`src/rtl/ulpi_cfg_seq.sv`:
```
// ULPI PHY configuration sequencer: power-up wait, fixed register init, read-back verify,
// then a host register command port. Every output is a flop decoded from the next state.
module ulpi_cfg_seq #(
   parameter int unsigned STARTUP_CYCLES = 1024,
   parameter int unsigned ACK_TIMEOUT    = 255
) (
   input  logic       ULPI_CLK,
   input  logic       RST,
   output logic [5:0] REG_ADDR,
   output logic [7:0] REG_DATA_WRITE,
   output logic       REG_WRITE_REQ,
   output logic       REG_READ_REQ,
   input  logic       REG_WRITE_ACK,
   input  logic       REG_READ_ACK,
   input  logic [7:0] REG_DATA_READ,
   input  logic       CMD_VALID,
   input  logic       CMD_WRITE,
   input  logic [5:0] CMD_ADDR,
   input  logic [7:0] CMD_DATA,
   output logic       CMD_READY,
   output logic       RSP_VALID,
   output logic [7:0] RSP_DATA,
   output logic       DONE,
   output logic       ERROR
);

   localparam int unsigned SuW = (STARTUP_CYCLES > 1) ? $clog2(STARTUP_CYCLES) : 1;
   localparam logic [SuW-1:0] SuLast   = SuW'(STARTUP_CYCLES - 1);
   localparam logic [7:0]     TmoLimit = 8'(ACK_TIMEOUT);
   localparam logic [5:0]     VfyAddr  = 6'h04;
   localparam logic [7:0]     VfyData  = 8'h48;

   typedef enum logic [3:0] {
      StWaitPu, StInitReq, StInitRel, StVfyReq, StVfyRel, StIdle, StHostReq, StHostRel, StFail
   } state_e;

   function automatic logic [13:0] init_entry(input logic [1:0] idx);
      logic [13:0] entry;
      case (idx)
         2'd0:    entry = {6'h0A, 8'h00};
         2'd1:    entry = {6'h07, 8'h00};
         default: entry = {VfyAddr, VfyData};
      endcase
      return entry;
   endfunction

   state_e         state_q, state_d;
   logic [SuW-1:0] su_q, su_d;
   logic [7:0]     tmo_q, tmo_d, tmo_inc;
   logic           tmo_hit;
   logic [1:0]     idx_q, idx_d;
   logic [7:0]     rd_q, rd_d;
   logic           cmd_write_q, cmd_write_d;
   logic [5:0]     cmd_addr_q, cmd_addr_d;
   logic [7:0]     cmd_data_q, cmd_data_d;
   logic           host_ack;
   logic [5:0]     addr_q, addr_d;
   logic [7:0]     wdata_q, wdata_d;
   logic           wreq_q, wreq_d, rreq_q, rreq_d;
   logic           ready_q, ready_d;
   logic           rsp_valid_q, rsp_valid_d;
   logic [7:0]     rsp_data_q, rsp_data_d;
   logic           done_q, done_d, error_q, error_d;

   always_comb begin
      state_d     = state_q;
      su_d        = su_q;
      tmo_d       = '0;
      idx_d       = idx_q;
      rd_d        = rd_q;
      cmd_write_d = cmd_write_q;
      cmd_addr_d  = cmd_addr_q;
      cmd_data_d  = cmd_data_q;
      addr_d      = addr_q;
      wdata_d     = wdata_q;
      rsp_valid_d = 1'b0;
      rsp_data_d  = rsp_data_q;
      tmo_inc     = tmo_q + 8'd1;
      tmo_hit     = (tmo_inc == TmoLimit);
      host_ack    = cmd_write_q ? REG_WRITE_ACK : REG_READ_ACK;

      // The timeout counter only runs while a request is outstanding; leaving a
      // request state returns it to zero, so every request rise starts from zero.
      unique case (state_q)
         StWaitPu: begin
            if (su_q == SuLast) begin
               state_d = StInitReq;
               idx_d   = 2'd0;
            end else begin
               su_d = su_q + SuW'(1);
            end
         end
         StInitReq: begin
            if (REG_WRITE_ACK) begin
               state_d = StInitRel;
            end else if (tmo_hit) begin
               state_d = StFail;
            end else begin
               tmo_d = tmo_inc;
            end
         end
         StInitRel: begin
            if (!REG_WRITE_ACK) begin
               if (idx_q == 2'd2) begin
                  state_d = StVfyReq;
               end else begin
                  idx_d   = idx_q + 2'd1;
                  state_d = StInitReq;
               end
            end
         end
         StVfyReq: begin
            if (REG_READ_ACK) begin
               rd_d    = REG_DATA_READ;
               state_d = (REG_DATA_READ == VfyData) ? StVfyRel : StFail;
            end else if (tmo_hit) begin
               state_d = StFail;
            end else begin
               tmo_d = tmo_inc;
            end
         end
         StVfyRel: begin
            if (!REG_READ_ACK) state_d = StIdle;
         end
         StIdle: begin
            if (CMD_VALID) begin
               cmd_write_d = CMD_WRITE;
               cmd_addr_d  = CMD_ADDR;
               cmd_data_d  = CMD_DATA;
               state_d     = StHostReq;
            end
         end
         StHostReq: begin
            if (host_ack) begin
               rd_d    = cmd_write_q ? 8'h00 : REG_DATA_READ;
               state_d = StHostRel;
            end else if (tmo_hit) begin
               state_d = StFail;
            end else begin
               tmo_d = tmo_inc;
            end
         end
         StHostRel: begin
            if (!host_ack) begin
               state_d     = StIdle;
               rsp_valid_d = 1'b1;
               rsp_data_d  = rd_q;
            end
         end
         StFail:  state_d = StFail;
         default: state_d = StFail;
      endcase

      wreq_d  = (state_d == StInitReq) || ((state_d == StHostReq) && cmd_write_d);
      rreq_d  = (state_d == StVfyReq) || ((state_d == StHostReq) && !cmd_write_d);
      ready_d = (state_d == StIdle);
      done_d  = (state_d == StIdle) || (state_d == StHostReq) || (state_d == StHostRel);
      error_d = (state_d == StFail);

      if (state_d == StInitReq) begin
         {addr_d, wdata_d} = init_entry(idx_d);
      end else if (state_d == StVfyReq) begin
         addr_d = VfyAddr;
      end else if (state_d == StHostReq) begin
         addr_d  = cmd_addr_d;
         wdata_d = cmd_data_d;
      end
   end

   always_ff @(posedge ULPI_CLK) begin
      if (RST) begin
         state_q     <= StWaitPu;
         su_q        <= '0;
         tmo_q       <= '0;
         idx_q       <= '0;
         rd_q        <= '0;
         cmd_write_q <= 1'b0;
         cmd_addr_q  <= '0;
         cmd_data_q  <= '0;
         addr_q      <= '0;
         wdata_q     <= '0;
         wreq_q      <= 1'b0;
         rreq_q      <= 1'b0;
         ready_q     <= 1'b0;
         rsp_valid_q <= 1'b0;
         rsp_data_q  <= '0;
         done_q      <= 1'b0;
         error_q     <= 1'b0;
      end else begin
         state_q     <= state_d;
         su_q        <= su_d;
         tmo_q       <= tmo_d;
         idx_q       <= idx_d;
         rd_q        <= rd_d;
         cmd_write_q <= cmd_write_d;
         cmd_addr_q  <= cmd_addr_d;
         cmd_data_q  <= cmd_data_d;
         addr_q      <= addr_d;
         wdata_q     <= wdata_d;
         wreq_q      <= wreq_d;
         rreq_q      <= rreq_d;
         ready_q     <= ready_d;
         rsp_valid_q <= rsp_valid_d;
         rsp_data_q  <= rsp_data_d;
         done_q      <= done_d;
         error_q     <= error_d;
      end
   end

   assign REG_ADDR       = addr_q;
   assign REG_DATA_WRITE = wdata_q;
   assign REG_WRITE_REQ  = wreq_q;
   assign REG_READ_REQ   = rreq_q;
   assign CMD_READY      = ready_q;
   assign RSP_VALID      = rsp_valid_q;
   assign RSP_DATA       = rsp_data_q;
   assign DONE           = done_q;
   assign ERROR          = error_q;

endmodule

```
`config.mk`:
```
export PLATFORM = sky130hd
export DESIGN_NAME = ulpi_cfg_seq
export DESIGN_NICKNAME = d
export VERILOG_FILES = /design/src/rtl/ulpi_cfg_seq.sv
export SDC_FILE = /design/constraint.sdc
export NUM_CORES = 1
export LEC_CHECK = 0
export CAP_MARGIN = 20
export CORE_ASPECT_RATIO = 1.25
export CORE_MARGIN = 3
export CORE_UTILIZATION = 52
export DETAILED_ROUTE_END_ITERATION = 8
export GPL_ROUTABILITY_DRIVEN = 0
export PLACE_DENSITY = 0.79
export SYNTH_ARGS = -nofsm -noshare
export SYNTH_HDL_FRONTEND = slang
export SYNTH_SLANG_ARGS = --single-unit
export TNS_END_PERCENT = 100
```
`constraint.sdc`:
```
create_clock -name ULPI_CLK -period 3.9 [get_ports ULPI_CLK]
set_clock_uncertainty 0.2 [all_clocks]
set_input_delay 0.78 -clock ULPI_CLK [delete_from_list [all_inputs] [get_ports ULPI_CLK]]
set_output_delay 0.78 -clock ULPI_CLK [all_outputs]
set_load 0.05 [all_outputs]
```
# [Word-level counts from Yosys, hierarchy flattened]
# Cells that the tools add are included.
[totals] ff_bits=75
[op_classes] eq_ne=21 mux=40 reduce_logical=17 addsub=3 n_bitwise=3
[op_table] operator="two-way mux 8 bit" count=12
[op_table] operator="two-way mux 4 bit" count=10
[op_table] operator="case mux 4 bit (8 select lines)" count=1
[op_table] operator="two-way mux 6 bit" count=5
[op_table] operator="equality test 4 x 3 -> 1 bit (second input constant)" count=7
[op_table] operator="case mux 12 bit (2 select lines)" count=1
[op_table] operator="case mux 8 bit (3 select lines)" count=1
[op_table] operator="case mux 8 bit (2 select lines)" count=1
[op_table] operator="equality test 4 x 2 -> 1 bit (second input constant)" count=3
[op_table] operator="adder 10 x 1 -> 10 bit (second input constant)" count=1
[op_table] operator="equality test 10 bit (second input constant)" count=1
[op_table] operator="adder 8 x 1 -> 8 bit (second input constant)" count=1
[op_table] operator="equality test 4 x 1 -> 1 bit (second input constant)" count=2
[op_table] operator="equality test 8 x 7 -> 1 bit (second input constant)" count=1
[op_table] operator="equality test 8 bit (second input constant)" count=1
[op_table] operator="two-way mux 2 bit" count=4
[op_table] operator="!= test 2 bit (second input constant)" count=3
[op_table] operator="AND reduction 2 bit" count=3
[op_table] operator="equality test 4 bit (second input constant)" count=1
[op_table] operator="logical NOT 4 bit" count=1
[op_table] operator="logical OR 1 bit" count=4
[op_table] operator="two-way mux 1 bit" count=4
[op_table] operator="case mux 2 bit (2 select lines)" count=1
[op_table] operator="nonzero test 2 bit" count=2
[op_table] operator="10 further kinds" count=13

# [Longest topological paths before layout]
# Gate-level depths: netlist of the first run.
[logic_depth] ltp_word=9 depth_mapped=10

# [Worst setup path after synthesis of the first run]
# No wires, ideal clock.
[synth_timing] path_type="input port to flip-flop" from="input port REG_READ_ACK" to="register wdata_q[2], in the netlist REG_DATA_WRITE[2]" slack_ns=0.994 arrival_time_ns=2.587 cell_stages=8 setup_ns=0.119 t_required_ns=3.581 cell_sequence="clkbuf_1 -> mux2i_1 -> o21a_1 -> a211oi_1 -> a211oi_4 -> nor3b_2 -> nand3_1 -> o221a_2"
[synth_between] elab_chain_cells=6 word_cells_on_any_way=13 classes_between="4 x eq/ne; 7 x mux; 2 x reduce/logical"
[synth_rtl] element="from (decl)" line_no="14" rtl="input logic REG_READ_ACK,"
[synth_rtl] element="two-way mux 1 bit" line_no="80" rtl="host_ack = cmd_write_q ? REG_WRITE_ACK : REG_READ_ACK;"
[synth_rtl] element="two-way mux 4 bit (on tied branches)" line_no="144, 134"
[synth_rtl] element="case mux 4 bit (8 select lines) (*)" line_no="84" rtl="unique case (state_q)"
[synth_rtl] element="equality test 4 x 1 -> 1 bit, or another cell as far along" line_no="160" rtl="if (state_d == StInitReq) begin"
[synth_rtl] element="!= test 2 bit (no line) or nonzero test 2 bit (tied branches)"
[synth_rtl] element="AND reduction 2 bit (no line)"
[synth_rtl] element="to (signal assigned)" line_no="199" rtl="wdata_q <= wdata_d;"
[synth_rtl] element="to (decl)" line_no="58" rtl="logic [7:0] wdata_q, wdata_d;"
# Every way passes the cells marked *; elsewhere a longest branch is shown, timed or not.
# A chain may end at the register's enable or synchronous reset.

# [Worst setup path in the final report of the first run]
[layout_timing] from="input port REG_WRITE_ACK" to="register wdata_q[7], in the netlist REG_DATA_WRITE[7]"
[layout_between] elab_chain_cells=6 word_cells_on_any_way=13 classes_between="4 x eq/ne; 7 x mux; 2 x reduce/logical"
[layout_rtl] element="from (decl)" line_no="13" rtl="input logic REG_WRITE_ACK,"
[layout_rtl] element="two-way mux 1 bit" line_no="80"
[layout_rtl] element="two-way mux 4 bit (on tied branches)" line_no="144, 134"
[layout_rtl] element="case mux 4 bit (8 select lines) (*)" line_no="84"
[layout_rtl] element="equality test 4 x 1 -> 1 bit, or another cell as far along" line_no="160"
[layout_rtl] element="!= test 2 bit (no line) or nonzero test 2 bit (tied branches)"
[layout_rtl] element="AND reduction 2 bit (no line)"
# Marked as above.

==> results of run 1 <==
==> flip-flops by register name (all words and copies together) (netlist names) <==
| name | count |
|---|---|
| state_q | 4 |
| REG_ADDR | 6 |
| cmd_addr_q | 6 |
| cmd_data_q | 8 |
| REG_READ_REQ | 1 |
| REG_DATA_WRITE | 8 |
| CMD_READY | 1 |
| ERROR | 1 |
| DONE | 1 |
| tmo_q | 8 |
| REG_WRITE_REQ | 1 |
| su_q | 10 |
| RSP_VALID | 1 |
| RSP_DATA | 8 |
| idx_q | 2 |
| rd_q | 8 |
| cmd_write_q | 1 |
==> worst max-delay path: stages <==
cell	delay, ns
clkdlybuf4s50_1	0.61
mux2i_1	0.22
o21a_1	0.24
a211oi_1	0.36
a211oi_4	0.09
nor3b_2	0.48
nand3_1	0.34
o221a_2	0.22
==> synthesized netlist by cell type (all sizes together) <==
cell / n / share of area
o22ai: 1 / 0.0020
a2111o: 1 / 0.0035
mux2i: 15 / 0.047
ha: 5 / 0.020
clkbuf: 14 / 0.016
a21oi: 31 / 0.050
nand3b: 1 / 0.0023
a211oi: 3 / 0.011
nand4bb: 1 / 0.0035
a22o: 1 / 0.0027
and4: 2 / 0.0055
and2: 1 / 0.0020
o31a: 1 / 0.0027
o21a: 2 / 0.0047
and4b: 1 / 0.0031
a211o: 1 / 0.0027
or3: 7 / 0.014
nor4: 2 / 0.0039
o221a: 6 / 0.021
xor2: 8 / 0.022
nand4b: 1 / 0.0027
nor3b: 4 / 0.014
and3: 2 / 0.0039
nand2: 56 / 0.066
a22oi: 3 / 0.0070
o31ai: 4 / 0.0094
xnor2: 4 / 0.011
inv: 8 / 0.0094
buf: 2 / 0.0059
o221ai: 1 / 0.0027
or2: 2 / 0.0039
o211ai: 3 / 0.0070
nand4: 9 / 0.018
o21ai: 11 / 0.017
nor2: 40 / 0.047
dfxtp: 75 / 0.47
nor3: 8 / 0.012
nand3: 16 / 0.025
a221oi: 1 / 0.0027
nand2b: 5 / 0.0098
nor2b: 8 / 0.016
and3b: 1 / 0.0027
==> path summary, 6_finish.rpt <==
kind | startpoint | to | slack, ns | depth (start not counted)
worst max-delay path | REG_WRITE_ACK | REG_DATA_WRITE[7] | 0.60 | 8
worst min-delay path | rd_q[2] | rd_q[2] | 0.25 | 2
worst max register to register | tmo_q[0] | REG_ADDR[2] | 0.71 | 9
worst min register to register | rd_q[2] | rd_q[2] | 0.25 | 2
==> final cells by class <==
type                            count  area [um2]  area share
Multi-Input combinational cell    269        1600       0.398
Sequential cell                    75        1500       0.373
Timing Repair Buffer               61         591       0.147
Clock buffer                       12         145      0.0361
Tap cell                           82         103      0.0255
Clock inverter                      4        50.0      0.0124
Inverter                            8        30.0     0.00747
==> where the power goes <==
part,switching [mW],total (mW),internal (mW),leakage [nW]
Combinational,0.0245,0.0551,0.0306,0.703
Sequential,0.00262,0.771,0.768,0.604
Clock,0.272,0.585,0.312,0.0926
Total,0.300,1.41,1.11,1.40
==> layer usage <==
layer,up-vias,track usage,share of wire
met1,1307,0.237,0.43
li1,1401,-,-
met2,79,0.360,0.50
met5,-,0,0
met3,13,0.0499,0.050
met4,0,0.107,0.021
==> per-stage QoR <==
step	instance area (um2)	total power [mW]	hold slack, ns	utilization	setup slack [ns]
3_5_place_dp	3830	0.843	0.247	0.649	0.282
5_1_grt	4020	1.46	0.279	0.682	0.479
4_1_cts	4020	1.42	0.256	0.682	0.615
2_1_floorplan	3200	0.808	0.232	-	0.994
3_3_place_gp	3830	0.842	0.241	0.649	0.389
6_report	4020	1.41	0.252	0.682	0.604
==> cells in the final DEF (no fill, tap or decap), types with 2 or more instances in the layout <==
cell	Yosys	final
clkdlybuf4s50_1	0	54
dfxtp_1	75	75
or3_1	7	7
clkbuf_1	14	2
clkinvlp_4	0	2
clkbuf_8	0	10
o21ai_0	10	10
xnor2_1	4	4
mux2i_1	15	15
o221a_2	6	6
nor2b_1	8	8
nand2_1	56	56
or2_2	2	2
xor2_1	8	8
and3_1	2	2
o21a_1	2	2
a211oi_1	2	2
a21oi_1	30	30
nand3_1	16	16
nor3b_1	2	2
nand2b_1	5	5
nor2_1	40	40
ha_1	5	5
buf_4	1	6
nand4_1	9	9
nor4_1	2	2
o211ai_1	3	3
a22oi_1	3	3
and4_1	2	2
inv_1	8	8
nor3_1	8	8
o31ai_1	4	4
==> kinds of logic after synthesis <==
kind of cell               count (synthesis)  synth area share
xor gates and xnor gates                  12            0.0328
AOI/OAI and AO/OA                         70             0.146
buffers and inverters                     24            0.0316
and+or+nand+nor                          167             0.255
adders and majority gates                  5            0.0195
muxes                                     15            0.0469
DFF                                       75             0.469
==> key figures, run 1 <==
Placement
  – Dpl hpwl: ~5.0 mm
  – I/O Buffers: 55
  – Placed cell count: between 400 and 500

Critical path
  – Worst EP arrival: 3.34 ns
  – Crit Path Class: in -> reg
  – Crit path required time: around 3.9 ns
  – Critical Path Start Type: primary input
  – CP Capture Type: flop
  – Crit-path max FO: 9

Global routing
  – Largest net degree at the start of global routing: 37
  – First-pass GRT wire length: 12.0 mm
  – Initial antenna violation count: 0
  – Tot GR Track Use: 0.207
  – GRT overflow: 0
  – Vias in the first global route: between 2000 and 3000

Finish
  – NumNets Final: ~460
  – Fill cell count: between 500 and 600
  – Antenna fix cells: 0
  – Layout cells sized above 1: 0.0769
  – Non-Filler Instances: 511
  – P&R area growth vs syn: 25.5%

CTS
  – CTS tree: built
  – Clock root buffer: clkbuf_8
  – Hold Buf Count CTS: 0
  – CTS resizes: 0
  – Clk_lat worst skew: between 0.3 and 0.4 ns
  – CTS Buf Count: 9
  – Post-CTS Setup Bufs: 0
  – Clk buf depth: 2
  – Clk sinks: between 70 and 80
  – H-tree depth: 3
  – Clock-pin slew on the worst setup and hold paths: around 0.080 ns

Detailed routing
  – Vias: 2800
  – DRT iter0 DRCs: between 100 and 150
  – Total wire length: between 7 and 8 mm
  – Drt pass-1 iters: 4
  – Antenna-violating nets left: 0
  – DRC violations left: 0
  – Via/cell ratio: ~5.5
  – WL/cell: between 10 and 15 um

STA
  – Period utilization: 0.845
  – Max-slew violation count: 0
  – Slew HR: 0.530
  – Endpoints failing hold: 0
  – Min Tclk post-route: around 3.3 ns
  – Unrepaired setup endpoints after global routing: false
  – Final setup vio count: 0
  – Maximum clock rate: 303 MHz
  – TNS Setup: 0 ns
  – Worst slew pin tran: around 0.70 ns

Synth
  – Post-synthesis sequential area ratio: 0.469
  – Synth Instances: ~370
  – Yosys cell types: between 40 and 50
  – Mapped Nets: about 400
  – Syn. warnings: 0
  – Post-synthesis cell area: 0.00320 mm2
  – Synthesized area per cell: about 8.7 um2
  – #FFs+latches synth: 75

Outcome
  – Outcome: finished clean

Die
  – Row count: 31
  – Die area: 0.00715 mm2
  – Die W: 76.2 um
  – Starting Density: 0.544
  – Top-level port count: 56
  – Core Region: just under 0.006 mm2
  – Die Y: approximately 94 um

Power and ir drop
  – Pwr Density: between 300 and 400 mW/mm2
  – Max VDD drop: around 0.35 mV
  – Leakage: 1.40 nW

Worst hold path
  – Hold Path Class: reg -> reg

Flow run
  – Max-cap violations: 0
(Power assumes the default switching activity.)
==> inputs of run 2 (changes only) <==
- CORE_UTILIZATION: 52 -> 47
- PLACE_DENSITY: 0.79 -> 0.75
- clock period: 3.9 -> 2.7 ns (I/O delays scaled with it)
==> run 2 against run 1 <==
The run now ends with negative setup slack left; final area increased by 10%; critical path depth is 2 higher; register-to-register slack got worse by 0.77 ns; flip-flop and latch count unchanged; via count up 5.5%.
==> key figures, run 2 (synthesis gave the netlist of run 1 again) <==
Detailed routing
  – DRT iter0 DRCs: between 150 and 200
  – Drt pass-1 iters: 4
  – Total wire length: just under 8 mm
  – WL/cell: ~14 um
  – Antenna-violating nets left: 0
  – DRC violations left: 0
  – Via/cell ratio: 5.32
  – Vias: between 2000 and 3000

Worst hold path
  – Hold depth: 2
  – Hold Path Class: reg -> reg

Finish
  – Largest register FFs: 10
  – Top reg by flops: su_q
  – P&R area growth vs syn: 38.3%
  – Fin area: around 0.0044 mm2
  – NumNets Final: a little under 500
  – Fill cell count: 552
  – Layout cells sized above 1: 0.186
  – Commonest non-fill, non-tap cells in the layout: dfxtp_1, nand2_1, clkdlybuf4s50_1
  – Layout Utilization: 0.671
  – Most common cell after layout, fill and taps aside: dfxtp_1
  – Antenna fix cells: 0

Power and ir drop
  – Leakage: 1.64 nW
  – Reg power frac: 0.524
  – Switch Pwr: roughly 450 uW
  – Comb power frac: 0.041
  – Sw frac: 0.212
  – Power Internal: about 1.7 mW
  – Max VDD drop: roughly 0.29 mV
  – Clock Power Share: 0.435
  – Pwr Density: about 480 mW/mm2

Critical path
  – Critical Path Start Type: flop
  – Worst EP arrival: between 2 and 3 ns
  – Crit Path Class: reg -> reg
  – R2R cell count: 10
  – Critical path depth: 10
  – Critical path's largest stage delay: 0.44 ns
  – Crit path cell chain: ha_4 > nand3_2 > or3_4 > a2111o_1 > a211oi_4 > buf_4 > nor3b_2 > buf_4 > or3_1 > and3_1
  – Most frequent CP cell: buf_4
  – Crit-path leading delay family: simple AND/OR/NAND/NOR gates
  – Crit path required time: ~2.7 ns
  – Crit-path max FO: 9
  – Buf/Inv on CP: 2
  – CP Capture Type: flop
  – Slowest cell on the critical path: a2111o_1

STA
  – Maximum clock rate: 363 MHz
  – Worst slew pin tran: between 0.6 and 0.7 ns
  – Period utilization: 1.02
  – Max-slew violation count: 0
  – Unrepaired setup endpoints after global routing: true
  – Final worst slack: -0.0584 ns
  – Final setup vio count: 8
  – Endpoints failing hold: 0
  – Slew HR: 0.544
  – Min Tclk post-route: between 2 and 3 ns

Die
  – Core Region: ~0.0066 mm2
  – Die Y: 98.3 um
  – Row count: 33
  – Die W: ~80 um
  – Starting Density: 0.485
  – Top-level port count: 56
  – Die area: a little under 0.008 mm2

Global routing
  – Tot GR Track Use: 0.202
  – First-pass GRT wire length: about 13 mm
  – Initial antenna violation count: 0
  – Vias in the first global route: about 2900
  – Largest net degree at the start of global routing: 36
  – GRT overflow: 0

Placement
  – DP Area: around 0.0041 mm2
  – I/O Buffers: 55
  – Dpl hpwl: roughly 5.5 mm

CTS
  – Clk sinks: between 70 and 80
  – Clock-pin slew on the worst setup and hold paths: ~0.080 ns
  – CTS tree: built
  – Clock root buffer: clkbuf_8
  – Clk buf depth: 2
  – H-tree depth: 3
  – CTS Buf Count: 9
  – Clk_lat worst skew: around 0.34 ns

Outcome
  – Failing checks: negative setup slack
  – Outcome: finished with violations

Flow run
  – Max-cap violations: 0
[run 2: changes by cell type in the layout (fill, tap and decap cells not counted), moves of 2 or more]
| cell | delta |
|---|---|
| buf_4 | +37 |
| a211oi_1 | -2 |
| a211oi_2 | +2 |
| dfxtp_2 | +2 |
| clkbuf_1 | -2 |
| buf_6 | +3 |
| dfxtp_1 | -2 |
[run 2: per-layer routing]
metal  wire [um]  GRT usage
met1        3210      0.234
met2        4010      0.347
met3         402     0.0415
met4         112      0.101
met5           0          0
[run 2: power groups by stage]
stage	clock [mW]	sequential, mW	combinational [mW]
after global placement	0	1.14	0.0837
after detailed placement	0	1.14	0.0854
after CTS	0.942	1.11	0.0862
after floorplan	0	1.14	0.0284
final	0.925	1.11	0.0872
after global routing	0.993	1.11	0.0934
[run 2: worst reg2reg max path: stages, from the launching register on]
cell and delay, ns:
dfxtp_2 0.36, ha_4 0.14, nand3_2 0.08, or3_4 0.37, a2111o_1 0.44, a211oi_4 0.24
buf_4 0.15, nor3b_2 0.03, buf_4 0.16, or3_1 0.33, and3_1 0.18
[run 2: through the flow]
step	instances	worst slack [ns]	power (mW)	TNS (ns)	hold slack, ns
floorplan	368	-0.0483	1.17	-0.191	0.232
global placement	535	-0.220	1.22	-2.77	0.240
detailed placement	535	-0.278	1.22	-3.50	0.247
CTS	554	-0.0809	2.14	-0.373	0.259
global route	555	-0.178	2.20	-1.95	0.286
finish	555	-0.0584	2.13	-0.188	0.256
[run 2: worst paths after layout]
path | startpoint | endpoint | slack, ns
worst min-delay path | rd_q[4] | rd_q[4] | 0.26
worst max register to register | tmo_q[1] | REG_ADDR[2] | -0.06
worst min register to register | rd_q[4] | rd_q[4] | 0.26
worst max-delay path | tmo_q[1] | REG_ADDR[2] | -0.06
[run 2: cell type report]
cell class / count / area (um2) / area share
inverter: 8 / 30.0 / 0.00677
sequential: 75 / 1500 / 0.339
tap: 87 / 109 / 0.0246
clock inverter: 6 / 88.8 / 0.0200
multi-input combinational: 269 / 1680 / 0.378
timing repair buffer: 101 / 902 / 0.203
clock buffer: 9 / 124 / 0.0279
[run 2: timing repair]
action / 4_1_cts / 5_1_grt
cloned: 1 / 0
hold buffers: 0 / 0
buffers inserted: 3 / 1
pin swaps: 2 / 2
resized for setup: 3 / 12
endpoints found under the setup margin: 14 / 16
==> inputs of run 3 (changes only) <==
- ABC_AREA: default -> 1
- CORE_UTILIZATION: 47 -> 58
- CTS_CLUSTER_DIAMETER: default -> 40
- PLACE_DENSITY: 0.75 -> 0.85
- clock period: 2.7 -> 3.2 ns (I/O delays scaled with it)
==> run 3 against run 2 <==
Combinational power fell by 23%; the run now ends clean; clock power fell by 17%; register-to-register slack improved by 0.60 ns.
==> key figures, run 3 <==
Outcome
  – Outcome: finished clean

Synth
  – Mux cell area share after synthesis: 0
  – Post-synthesis simple-gate area fraction: 0.318
  – Compound-Gate Fraction of Synth Area: 0.134
  – Yosys top cell by area: dfxtp_1
  – Top cells by area, synth: dfxtp_1, nand2_1, inv_1
  – EDFF count, synth: 0
  – Yosys cell types: 40
  – XOR/XNOR Fraction of Synth Area: 0.00237
  – Top-count cell post-synth: nand2_1
  – Post-synthesis cell area: around 0.0037 mm2
  – Mapped Nets: 561
  – #FFs+latches synth: 75
  – Top_reg_cell synth: dfxtp_1
  – Asr flop ratio synth: 0
  – Share of the synthesized area in the top cell type: 0.407
  – Main combinational cell family by area after synthesis: simple AND/OR/NAND/NOR gates
  – Synthesized area per cell: 6.99 um2
  – Syn. warnings: 0
  – Synth Area in Adders: 0.0170
  – Post-synthesis sequential area ratio: 0.407
  – Post-synth top cells: nand2_1, inv_1, dfxtp_1
  – Synth Instances: between 500 and 600

Finish
  – Non-Filler Instances: 670
  – Layout cells sized above 1: 0.0901
  – Layout Utilization: 0.755
  – Antenna fix cells: 0
  – Register Area: between 0.0015 and 0.002 mm2
  – Most common cell after layout, fill and taps aside: nand2_1
  – Top reg by flops: su_q
  – P&R area growth vs syn: 22.1%
  – NumNets Final: slightly above 600
  – Fill cell count: 477
  – Commonest non-fill, non-tap cells in the layout: nand2_1, inv_1, dfxtp_1
  – Multi-input logic area: approximately 0.0017 mm2
  – Largest register FFs: 10

Detailed routing
  – Via/cell ratio: roughly 5.3
  – Drt pass-1 iters: 5
  – DRT iter0 DRCs: approximately 280
  – WL/cell: about 13 um
  – DRC violations left: 0
  – Vias: 3556
  – Total wire length: roughly 9 mm
  – Antenna-violating nets left: 0

STA
  – Min Tclk post-route: ~2.8 ns
  – Period utilization: 0.883
  – Slew HR: 0.643
  – Final setup vio count: 0
  – Endpoints failing hold: 0
  – Max-slew violation count: 0
  – Unrepaired setup endpoints after global routing: false
  – Maximum clock rate: 354 MHz
  – Worst slew pin tran: 0.535 ns
  – TNS Setup: 0 ns

Worst hold path
  – Hold Path Class: reg -> reg
  – Min-delay src: rd_q[6]
  – Hold Path Sink: RSP_DATA[6]
  – Hold depth: 2

CTS
  – Clk sinks: 75
  – Hold Buf Count CTS: 0
  – CTS resizes: 0
  – Clk buf depth: 2
  – H-tree depth: 3
  – Clk_lat worst skew: 0.35 ns
  – Post-CTS Setup Bufs: 0
  – Clock root buffer: clkbuf_8
  – CTS tree: built
  – Clock-pin slew on the worst setup and hold paths: 0.08 ns
  – CTS Buf Count: 9

Critical path
  – CP Capture Type: flop
  – Crit path required time: 3.24 ns
  – Most frequent CP cell: nand2_1
  – FF-to-FF Start: tmo_q[0]
  – Critical path's largest stage delay: between 0.5 and 0.6 ns
  – RR Endpoint: REG_DATA_WRITE[2]
  – Buf/Inv on CP: 4
  – Slowest cell on the critical path: clkdlybuf4s50_1
  – Crit-path leading delay family: buffers and inverters
  – Crit path cell chain: clkdlybuf4s50_1 > inv_1 > o21ai_2 > inv_1 > a22oi_2 > o21ai_1 > nand2_1 > nand2_1 > nor2_2 > nand3_2 > buf_4 > nand3_4 > nand2_1 > nor2_1 > nor2_1
  – Worst EP arrival: roughly 2.9 ns
  – Crit Path Class: in -> reg
  – Crit-path max FO: 19
  – R2r setup slk: about 0.54 ns
  – Critical Path Start Type: primary input
  – Critical path depth: 15
  – R2R cell count: 17

Placement
  – Placed cell count: ~650
  – Dpl hpwl: 6.52 mm
  – I/O Buffers: 55

Die
  – Die W: about 77 um
  – Starting Density: 0.618
  – Row count: 31
  – Core Region: approximately 0.006 mm2
  – Top-level port count: 56
  – Die Y: between 90 and 100 um
  – Die area: 0.00736 mm2

Global routing
  – Largest net degree at the start of global routing: 40
  – Vias in the first global route: 3308
  – GRT overflow: 0
  – Tot GR Track Use: 0.250
  – Initial antenna violation count: 0
  – First-pass GRT wire length: roughly 15 mm

Flow run
  – Max-cap violations: 0

Power and ir drop
  – Pwr Density: 393 mW/mm2
  – Max VDD drop: approximately 0.31 mV
  – Leakage: 1.90 nW
==> run 3: cell count changes after synthesis, sizes merged, moves of 6 or more <==
cell	previous run	this run
nand2	56	109
xor2	8	1
mux2i	15	0
inv	8	98
nor2	40	69
o221a	6	0
or3	7	0
a21oi	31	40
nand3	16	34
o21ai	11	33
nor2b	8	0
clkbuf	14	8
==> run 3: area by class of cell <==
cell class / instances / area share
Sequential cell: 75 / 0.333
Tap cell: 82 / 0.0228
Timing Repair Buffer: 59 / 0.129
Clock buffer: 11 / 0.0336
Clock inverter: 5 / 0.0136
Inverter: 99 / 0.0827
Multi-Input combinational cell: 339 / 0.385
==> run 3: routing by layer <==
metal | GRT usage | vias up | share of wire
met1 | 0.289 | 1638 | 0.42
met2 | 0.445 | 108 | 0.51
li1 | - | 1783 | -
met5 | 0 | - | 0
met4 | 0.122 | 0 | 0.029
met3 | 0.0463 | 27 | 0.045
==> run 3: worst reg2reg max path, stage by stage, from the launching register on <==
cell and delay (ns):
dfxtp_1 0.36, ha_1 0.24, nand2_1 0.09, inv_1 0.05
nor2_1 0.08, nand2_1 0.07, nor2_2 0.18, nand4_4 0.16
nand2_1 0.13, nand2_1 0.07, nand2_1 0.10, nand3_2 0.14
nand2_4 0.16, nand2_2 0.18, inv_2 0.18, nand2_1 0.08
nand3_1 0.07, inv_1 0.04
==> run 3: stage by stage <==
stage          power [mW]  area (um2)  hold slack (ns)  setup slack, ns
2_1_floorplan       0.982        3690            0.230            0.911
3_3_place_gp         1.02        4290            0.245            0.106
3_5_place_dp         1.03        4290            0.252           0.0335
4_1_cts              1.78        4510            0.256            0.403
5_1_grt              1.82        4510            0.286            0.191
6_report             1.77        4510            0.254            0.374
==> run 3: logic make-up after synthesis <==
group	count (synthesis)
xor+xnor	1
flops	75
buf+inv	114
fa+ha+maj	5
simple gates	246
compound gates	87
==> run 3: how the worst max path moves through the flow <==
stage,startpoint,end
global placement,REG_DATA_READ[1],REG_DATA_WRITE[6]
floorplan,REG_READ_ACK,REG_ADDR[1]
global route,REG_DATA_READ[4],REG_DATA_WRITE[2]
detailed placement,REG_READ_ACK,REG_ADDR[2]
finish,REG_READ_ACK,REG_ADDR[2]
CTS,REG_READ_ACK,REG_ADDR[2]
==> run 3: power by group <==
group          switching, mW  internal, mW
sequential           0.00291         0.936
combinational         0.0308        0.0364
clock                  0.362         0.404
